### src/rtl/sa_pkg.sv
// sa_pkg: shared sizes, element/matrix types and drain FSM states for the systolic-array drain stage
package sa_pkg;
  localparam int SIZE = 4;
  localparam int I_WIDTH = 16;
  localparam int O_WIDTH = I_WIDTH * SIZE - SIZE;
  localparam int IDX_W = $clog2(SIZE);
  typedef logic [O_WIDTH-1:0] res_t;
  typedef res_t res_mat_t [SIZE][SIZE];
  typedef enum logic [1:0] {ST_EMPTY, ST_ONE, ST_FULL} st_e;
endpackage

### src/rtl/sa_mat_buf.sv
// sa_mat_buf: one SIZE x SIZE result register bank with whole-matrix write and row/col read mux
module sa_mat_buf
  import sa_pkg::*;
(
  input  logic             clk,
  input  logic             i_we,
  input  res_mat_t         i_mat,
  input  logic [IDX_W-1:0] i_row,
  input  logic [IDX_W-1:0] i_col,
  output res_t             o_dat
);
  res_mat_t r_mem;
  always_ff @(posedge clk)
    if (i_we) r_mem <= i_mat;
  assign o_dat = r_mem[i_row][i_col];
endmodule

### src/rtl/sa_drain.sv
// sa_drain: ping-pong captures result matrices and streams them row-major over valid/ready
module sa_drain
  import sa_pkg::*;
(
  input  logic             clk,
  input  logic             rst,
  input  logic             i_matrix_vld,
  input  res_mat_t         i_matrix,
  output logic             o_dat_vld,
  input  logic             i_dat_rdy,
  output res_t             o_dat,
  output logic [IDX_W-1:0] o_row,
  output logic [IDX_W-1:0] o_col,
  output logic             o_last,
  output logic             o_ovf,
  input  logic             i_ovf_clr
);
  localparam logic [IDX_W-1:0] IDX_MAX = IDX_W'(SIZE - 1);
  st_e              r_st, w_st_nxt;
  logic             r_wr_sel, r_rd_sel, r_ovf;
  logic [IDX_W-1:0] r_row, r_col;
  logic             w_hs, w_rel, w_acc;
  res_t             w_buf0, w_buf1;
  assign o_dat_vld = (r_st != ST_EMPTY);
  assign o_last    = o_dat_vld & (r_row == IDX_MAX) & (r_col == IDX_MAX);
  assign w_hs      = o_dat_vld & i_dat_rdy;
  assign w_rel     = w_hs & o_last;
  // a FULL buffer pair may still accept when the drained matrix is released this cycle
  assign w_acc     = i_matrix_vld & ((r_st != ST_FULL) | w_rel);
  assign o_dat     = o_dat_vld ? (r_rd_sel ? w_buf1 : w_buf0) : '0;
  assign o_row     = r_row;
  assign o_col     = r_col;
  assign o_ovf     = r_ovf;
  sa_mat_buf u_buf0 (
    .clk   (clk),
    .i_we  (w_acc & ~r_wr_sel),
    .i_mat (i_matrix),
    .i_row (r_row),
    .i_col (r_col),
    .o_dat (w_buf0)
  );
  sa_mat_buf u_buf1 (
    .clk   (clk),
    .i_we  (w_acc & r_wr_sel),
    .i_mat (i_matrix),
    .i_row (r_row),
    .i_col (r_col),
    .o_dat (w_buf1)
  );
  always_comb begin
    w_st_nxt = (w_acc & ~w_rel) ? ((r_st == ST_EMPTY) ? ST_ONE : ST_FULL) :
               (~w_acc & w_rel) ? ((r_st == ST_FULL) ? ST_ONE : ST_EMPTY) : r_st;
  end
  always_ff @(posedge clk) begin
    if (rst) begin
      r_st     <= ST_EMPTY;
      r_wr_sel <= 1'b0;
      r_rd_sel <= 1'b0;
      r_row    <= '0;
      r_col    <= '0;
      r_ovf    <= 1'b0;
    end else begin
      r_st     <= w_st_nxt;
      r_wr_sel <= r_wr_sel ^ w_acc;
      r_rd_sel <= r_rd_sel ^ w_rel;
      r_ovf    <= (i_matrix_vld & ~w_acc) | (r_ovf & ~i_ovf_clr);
      if (w_hs) begin
        r_col <= r_col + 1'b1;
        if (r_col == IDX_MAX) r_row <= r_row + 1'b1;
      end
    end
  end
endmodule

### config.mk
export PLATFORM = sky130hd
export DESIGN_NAME = sa_drain
export DESIGN_NICKNAME = d
export VERILOG_FILES = /design/src/rtl/sa_pkg.sv /design/src/rtl/sa_mat_buf.sv /design/src/rtl/sa_drain.sv
export SDC_FILE = /design/constraint.sdc
export NUM_CORES = 2
export LEC_CHECK = 0
export ABC_AREA = 0
export CORE_MARGIN = 4
export CORE_UTILIZATION = 30
export CTS_BUF_LIST = sky130_fd_sc_hd__clkbuf_4 sky130_fd_sc_hd__clkbuf_8
export CTS_CLUSTER_DIAMETER = 120
export DETAILED_ROUTE_END_ITERATION = 8
export SYNTH_ARGS = -nofsm -noshare
export SYNTH_HDL_FRONTEND = slang
export SYNTH_SLANG_ARGS = --single-unit
### constraint.sdc
create_clock -name clk -period 70.8 [get_ports clk]
set_input_delay 7.08 -clock clk [delete_from_list [all_inputs] [get_ports clk]]
set_output_delay 7.08 -clock clk [all_outputs]
set_load 0.02 [all_outputs]
* Word-level counts from Yosys, hierarchy flattened
Index checks and enable logic that the tools add are counted.
Word-level totals: word-level logic and storage cells 89, bits of input ports 965, flip-flop bits (word level) 1929, output and inout bits 67
Operators by class: bitwise operators 21, equal/unequal tests 4, mux-type cells 18, order comparisons 2, reductions and logical operators 4, add/sub/neg operators 2
Operators by type and width (count):
- binary-select mux 240 bit (select 2 bit) | 2
- 2-to-1 mux 240 bit | 4
- 2-to-1 mux 60 bit | 6
- binary-select mux 60 bit (select 2 bit) | 2
- bitwise AND 1 bit | 11
- == test 2 bit, second input constant | 3
- >= comparator 3 bit, second input constant | 2
- 2-to-1 mux 2 bit | 3
- inverter 2 -> 3 bit | 2
- adder 2 x 1 -> 2 bit, second input constant | 2
- inverter 1 bit | 4
- nonzero test 2 bit | 2
- logical NOT 2 bit | 1
- inequality test 2 bit, second input constant | 1
- OR 1 bit | 2
- AND reduction 2 bit | 1
- XOR 1 bit | 2
- 2-to-1 mux 1 bit | 1

* Depth between registers and ports, before layout
depth in word-level cells 10, depth in mapped cells 9, depth with buffers taken out 8

* By module
From an unflattened synthesis, not the netlist that was laid out.
Second synthesis, totals: cells, all modules 3113, area total of the unflattened synthesis 72993.8 um^2
Modules (own cells, without submodules):
- sa_mat_buf | cells each 1465, area an instance 35795.6 um^2, instances 2, seq. area each 28827.6 um^2
- sa_drain | cells each 183, area an instance 1402.6 um^2, instances 1, seq. area each 180.2 um^2

* Worst setup path after synthesis
Ideal clock, no wire load.
path kind input -> register, start point in i_dat_rdy, end point reg u_buf1.r_mem[0] (netlist name), enable pin, arrival time 29.250 ns, slack 40.085 ns, path buffers 0, cell stages on the path 3, data required time 69.335 ns, library setup time 1.465 ns, cell sequence nand3_1 > a31oi_1 > ha_1
On the way: cells in the longest elaborated chain, start to end 5
RTL lines:
- start, declared | RTL line sa_drain.sv:10 | input logic i_dat_rdy,
- bitwise AND 1 bit | RTL line sa_drain.sv:26 | assign w_hs = o_dat_vld & i_dat_rdy;
- bitwise AND 1 bit | RTL line sa_drain.sv:27 | assign w_rel = w_hs & o_last;
- OR 1 bit | RTL line sa_drain.sv:29 | assign w_acc = i_matrix_vld & ((r_st != ST_FULL) | w_rel);
- bitwise AND 1 bit | RTL line sa_drain.sv:29
- bitwise AND 1 bit | RTL line sa_drain.sv:44 | .i_we (w_acc & r_wr_sel),
- via u_buf1.i_we | RTL line sa_mat_buf.sv:6 | input logic i_we,
- end signal, assigned | RTL line sa_mat_buf.sv:14 | if (i_we) r_mem <= i_mat;
- end, declared | RTL line sa_mat_buf.sv:12 | res_mat_t r_mem;
The timed path passes the listed nets, and every way through them passes these cells. A chain may end at the register's enable or synchronous reset.

* Worst setup path after layout
start point reg r_row[0] (netlist: o_row[0]), end point out o_dat[23]
On the way: cells in the longest elaborated chain, start to end 9, elaborated cells on any way between the ends 15, classes of those cells mux: 14; bitwise: 1
RTL lines:
- start, declared | RTL line sa_drain.sv:21 | logic [IDX_W-1:0] r_row, r_col;
- start signal, assigned | RTL line sa_drain.sv:69 | if (r_col == IDX_MAX) r_row <= r_row + 1'b1;
- inverter 2 -> 3 bit (not written as such) * | RTL line sa_mat_buf.sv:15 | assign o_dat = r_mem[i_row][i_col];
- binary-select mux 240 bit (select 2 bit) | RTL line sa_mat_buf.sv:15
- 2-to-1 mux 240 bit (not written as such) (2 in a row) | RTL line sa_mat_buf.sv:15
- binary-select mux 60 bit (select 2 bit) | RTL line sa_mat_buf.sv:15
- 2-to-1 mux 60 bit (not written as such) (2 in a row) | RTL line sa_mat_buf.sv:15
- 2-to-1 mux 60 bit * (2 in a row) | RTL line sa_drain.sv:30 | assign o_dat = o_dat_vld ? (r_rd_sel ? w_buf1 : w_buf0) : '0;
- end, declared | RTL line sa_drain.sv:11 | output res_t o_dat,
Mark *: on every way between the ends. The rest lies on a longest branch, timed or not. The select of a mux whose other input is x is not followed.

==> flow_summary.json <==
{
  "dp_cells": 7263,
  "ys_ff_latch": 1929,
  "cts_max_level": 5,
  "endpoint_kind": "output pin",
  "grt_pass1_wl_mm": 320,
  "post-route-period-util": 0.192,
  "share_comb_of_total_power": 0.074,
  "reg2reg_slack_ns": 63.87,
  "worst_slew_pin_slew_ns": 1.08,
  "route.detailed.drc": 0,
  "drv_slew": 0,
  "maxCapViolCount": 0,
  "syn_nets": 4110,
  "p_clk_frac": 0.392,
  "fmax_mhz": 73.5,
  "slew_headroom": 0.280,
  "cts_resized": 0,
  "layout_min_cycle_time_ns": 13.61,
  "fp.dieW_um": 502,
  "ff2ff_path_depth": 9,
  "pwr-share-seq": 0.535,
  "crit_path_start_kind": "flop",
  "grt_start_max_net_pins": 165,
  "p_leak_nw": 29.6,
  "hold_depth": 2,
  "die_y_um": 502,
  "status": "finished clean",
  "hold_buffers": 0,
  "cts.clk_slew.worst_paths_ns": 0.07,
  "vias": 39300,
  "switchingPower_mw": 0.569,
  "fin_hold_ws_ns": 0.492,
  "dieArea_um2": 252000,
  "ant_nets": 0,
  "finalSetupTns_ns": 0,
  "syn_area_um2": 73300,
  "first_iter_violations": 3779,
  "avgSynthCellArea_um2": 23.3,
  "clockRootBuffer": "clkbuf_8",
  "coreArea_um2": 243000,
  "cts_tree": "built",
  "drt-total-wl_mm": 236,
  "ios": 1032,
  "post-cts-setup-buffers": 0,
  "instances_no_fill": 7909,
  "switching_share": 0.223,
  "port-buffer-count": 1031,
  "grt_use_total": 0.181,
  "antenna_found_initial": 147,
  "ys_types": 32,
  "grt_pass1_vias": 40800,
  "p_int_mw": 1.98,
  "syn_inst": 3140,
  "ir_worst_vdd_uv": 15.7,
  "worst_skew_pair.late_latency_ns": 1.04,
  "setup_viol": 0,
  "via_per_inst": 4.96,
  "area_delta_synth_final_pct": 28.2,
  "hold_path.class": "flop to flop",
  "wl_per_cell_um": 29.9,
  "final_hold_viol_count": 0,
  "crit_path_max_fanout": 111,
  "critPathKind": "flop to output pin",
  "rsz0062_at_grt": "no",
  "finClkSkew_ns": 0.0806,
  "p_per_area_nw_per_um2": 27.1,
  "start_util": 0.301,
  "finalPower_mw": 2.55,
  "worst_ep_required_time_ns": 63.72,
  "yosysWarnings": 0,
  "cp.arrival_ns": 6.53,
  "place_congestion": 0.807,
  "drive_gt1_frac": 0.218,
  "clock-sinks": 1929,
  "grt-ovfl-total": 0,
  "dr.pass1.iters": 6,
  "synth_seq_area_share": 0.789,
  "num_rows": 181,
  "cts_made_buffers": 338,
  "nNetsFinal": 5371,
  "hpwlAfterDp_mm": 163,
  "clockBufferDepth": 4
}
[power by group through the flow]
stage / Combinational, mW / Clock (mW) / Sequential [mW]
CTS: 0.191 / 1.03 / 1.36
finish: 0.188 / 0.998 / 1.36
global placement: 0.188 / 0 / 1.38
global route: 0.199 / 1.08 / 1.37
detailed placement: 0.190 / 0 / 1.39
floorplan: 0.0784 / 0 / 1.46
[worst paths after layout]
check / to / start
max reg2reg: u_buf0.r_mem[200] / o_row[1]
max: o_dat[23] / o_row[0]
min: o_ovf / o_ovf
min reg2reg: o_ovf / o_ovf
[state kept, by name, indices dropped and copies added, names as in the netlist]
name	cells
r_rd_sel	1
o_col	2
o_ovf	1
u_buf1.r_mem	960
o_row	2
r_st	2
u_buf0.r_mem	960
r_wr_sel	1
[stage by stage]
stage                     instance area (um2)  utilization  worst slack, ns
final                                   93900        0.386            57.19
after global routing                    93800        0.386            56.45
after CTS                               93800        0.386            56.61
after global placement                  87300        0.359            57.81
after floorplan                         73300            -            40.09
after detailed placement                87300        0.359            57.82
[cell usage after synthesis]
cell type,n,area share
a21oi_1,4,0.00027
a221o_1,60,0.0082
a221oi_1,43,0.0051
a22oi_1,60,0.0061
a31oi_1,61,0.0052
and2_1,1,0.000085
and3_1,1,0.000085
buf_1,19,0.00097
buf_2,38,0.0026
buf_4,35,0.0036
buf_6,10,0.0015
buf_8,4,0.00082
clkbuf_1,79,0.0040
clkbuf_4,1,0.00010
dfxtp_1,9,0.0025
edfxtp_1,1920,0.79
ha_1,5,0.00085
inv_1,6,0.00031
mux2i_1,241,0.033
mux4_2,420,0.13
nand2_1,36,0.0018
nand2b_1,1,0.000085
nand3_1,3,0.00020
nand4_1,2,0.00017
nor2_1,12,0.00061
nor2b_1,3,0.00026
nor3_1,2,0.00014
o2111ai_1,17,0.0020
o21ai_0,1,0.000068
o21ai_1,42,0.0029
xnor2_1,1,0.00012
xor2_1,3,0.00036
[layout by cell type, fill, tap and decap left out, drive strengths merged]
cell / Yosys / final
mux2i: 241 / 241
a221oi: 43 / 43
nand2: 36 / 36
a31oi: 61 / 61
and3: 1 / 1
nor3: 2 / 2
and2: 1 / 1
a22oi: 60 / 60
mux4: 420 / 420
nand2b: 1 / 1
o21ai: 43 / 43
xor2: 3 / 3
clkbuf: 80 / 435
nand3: 3 / 3
a21oi: 4 / 4
diode: 0 / 61
o2111ai: 17 / 17
nor2: 12 / 12
dfxtp: 9 / 9
xnor2: 1 / 1
nand4: 2 / 2
ha: 5 / 5
clkdlybuf4s50: 0 / 1031
clkinvlp: 0 / 10
bufinv: 0 / 13
inv: 6 / 9
edfxtp: 1920 / 1920
nor2b: 3 / 3
clkinv: 0 / 124
a221o: 60 / 60
buf: 106 / 76
[routing by layer]
layer	wire [um]	part of all wire	track usage
met4	7070	0.030	0.0625
met2	114000	0.48	0.295
met5	713	0.0030	0
met3	22800	0.096	0.0659
met1	91800	0.39	0.224
[worst max-delay path, stage by stage, from the launching register on]
cell,delay (ns)
dfxtp_4,0.81
buf_4,0.68
buf_12,0.63
buf_4,0.88
mux4_2,0.37
mux2i_1,0.07
a221o_1,0.31
a31oi_1,0.74
clkdlybuf4s50_1,0.77
[layout make-up]
| type | count | area, um2 |
|---|---|---|
| Inverter | 6 | 30.0 |
| Clock buffer | 435 | 5430 |
| Sequential cell | 1929 | 57900 |
| Antenna cell | 61 | 153 |
| Clock inverter | 150 | 1010 |
| Tap cell | 3202 | 4010 |
| Multi-Input combinational cell | 1019 | 14500 |
| Timing Repair Buffer | 1107 | 10900 |
| Fill cell | 22000 | 149000 |
[cells by family after synthesis]
logic type      count (synthesis)  share of synthesized area
flops                        1929                      0.789
buf+inv                       192                     0.0140
simple gates                   61                    0.00348
xor+xnor                        4                   0.000478
fa+ha+maj                       5                   0.000854
mux                           661                      0.162
compound gates                288                     0.0299
(Power assumes the default switching activity.)
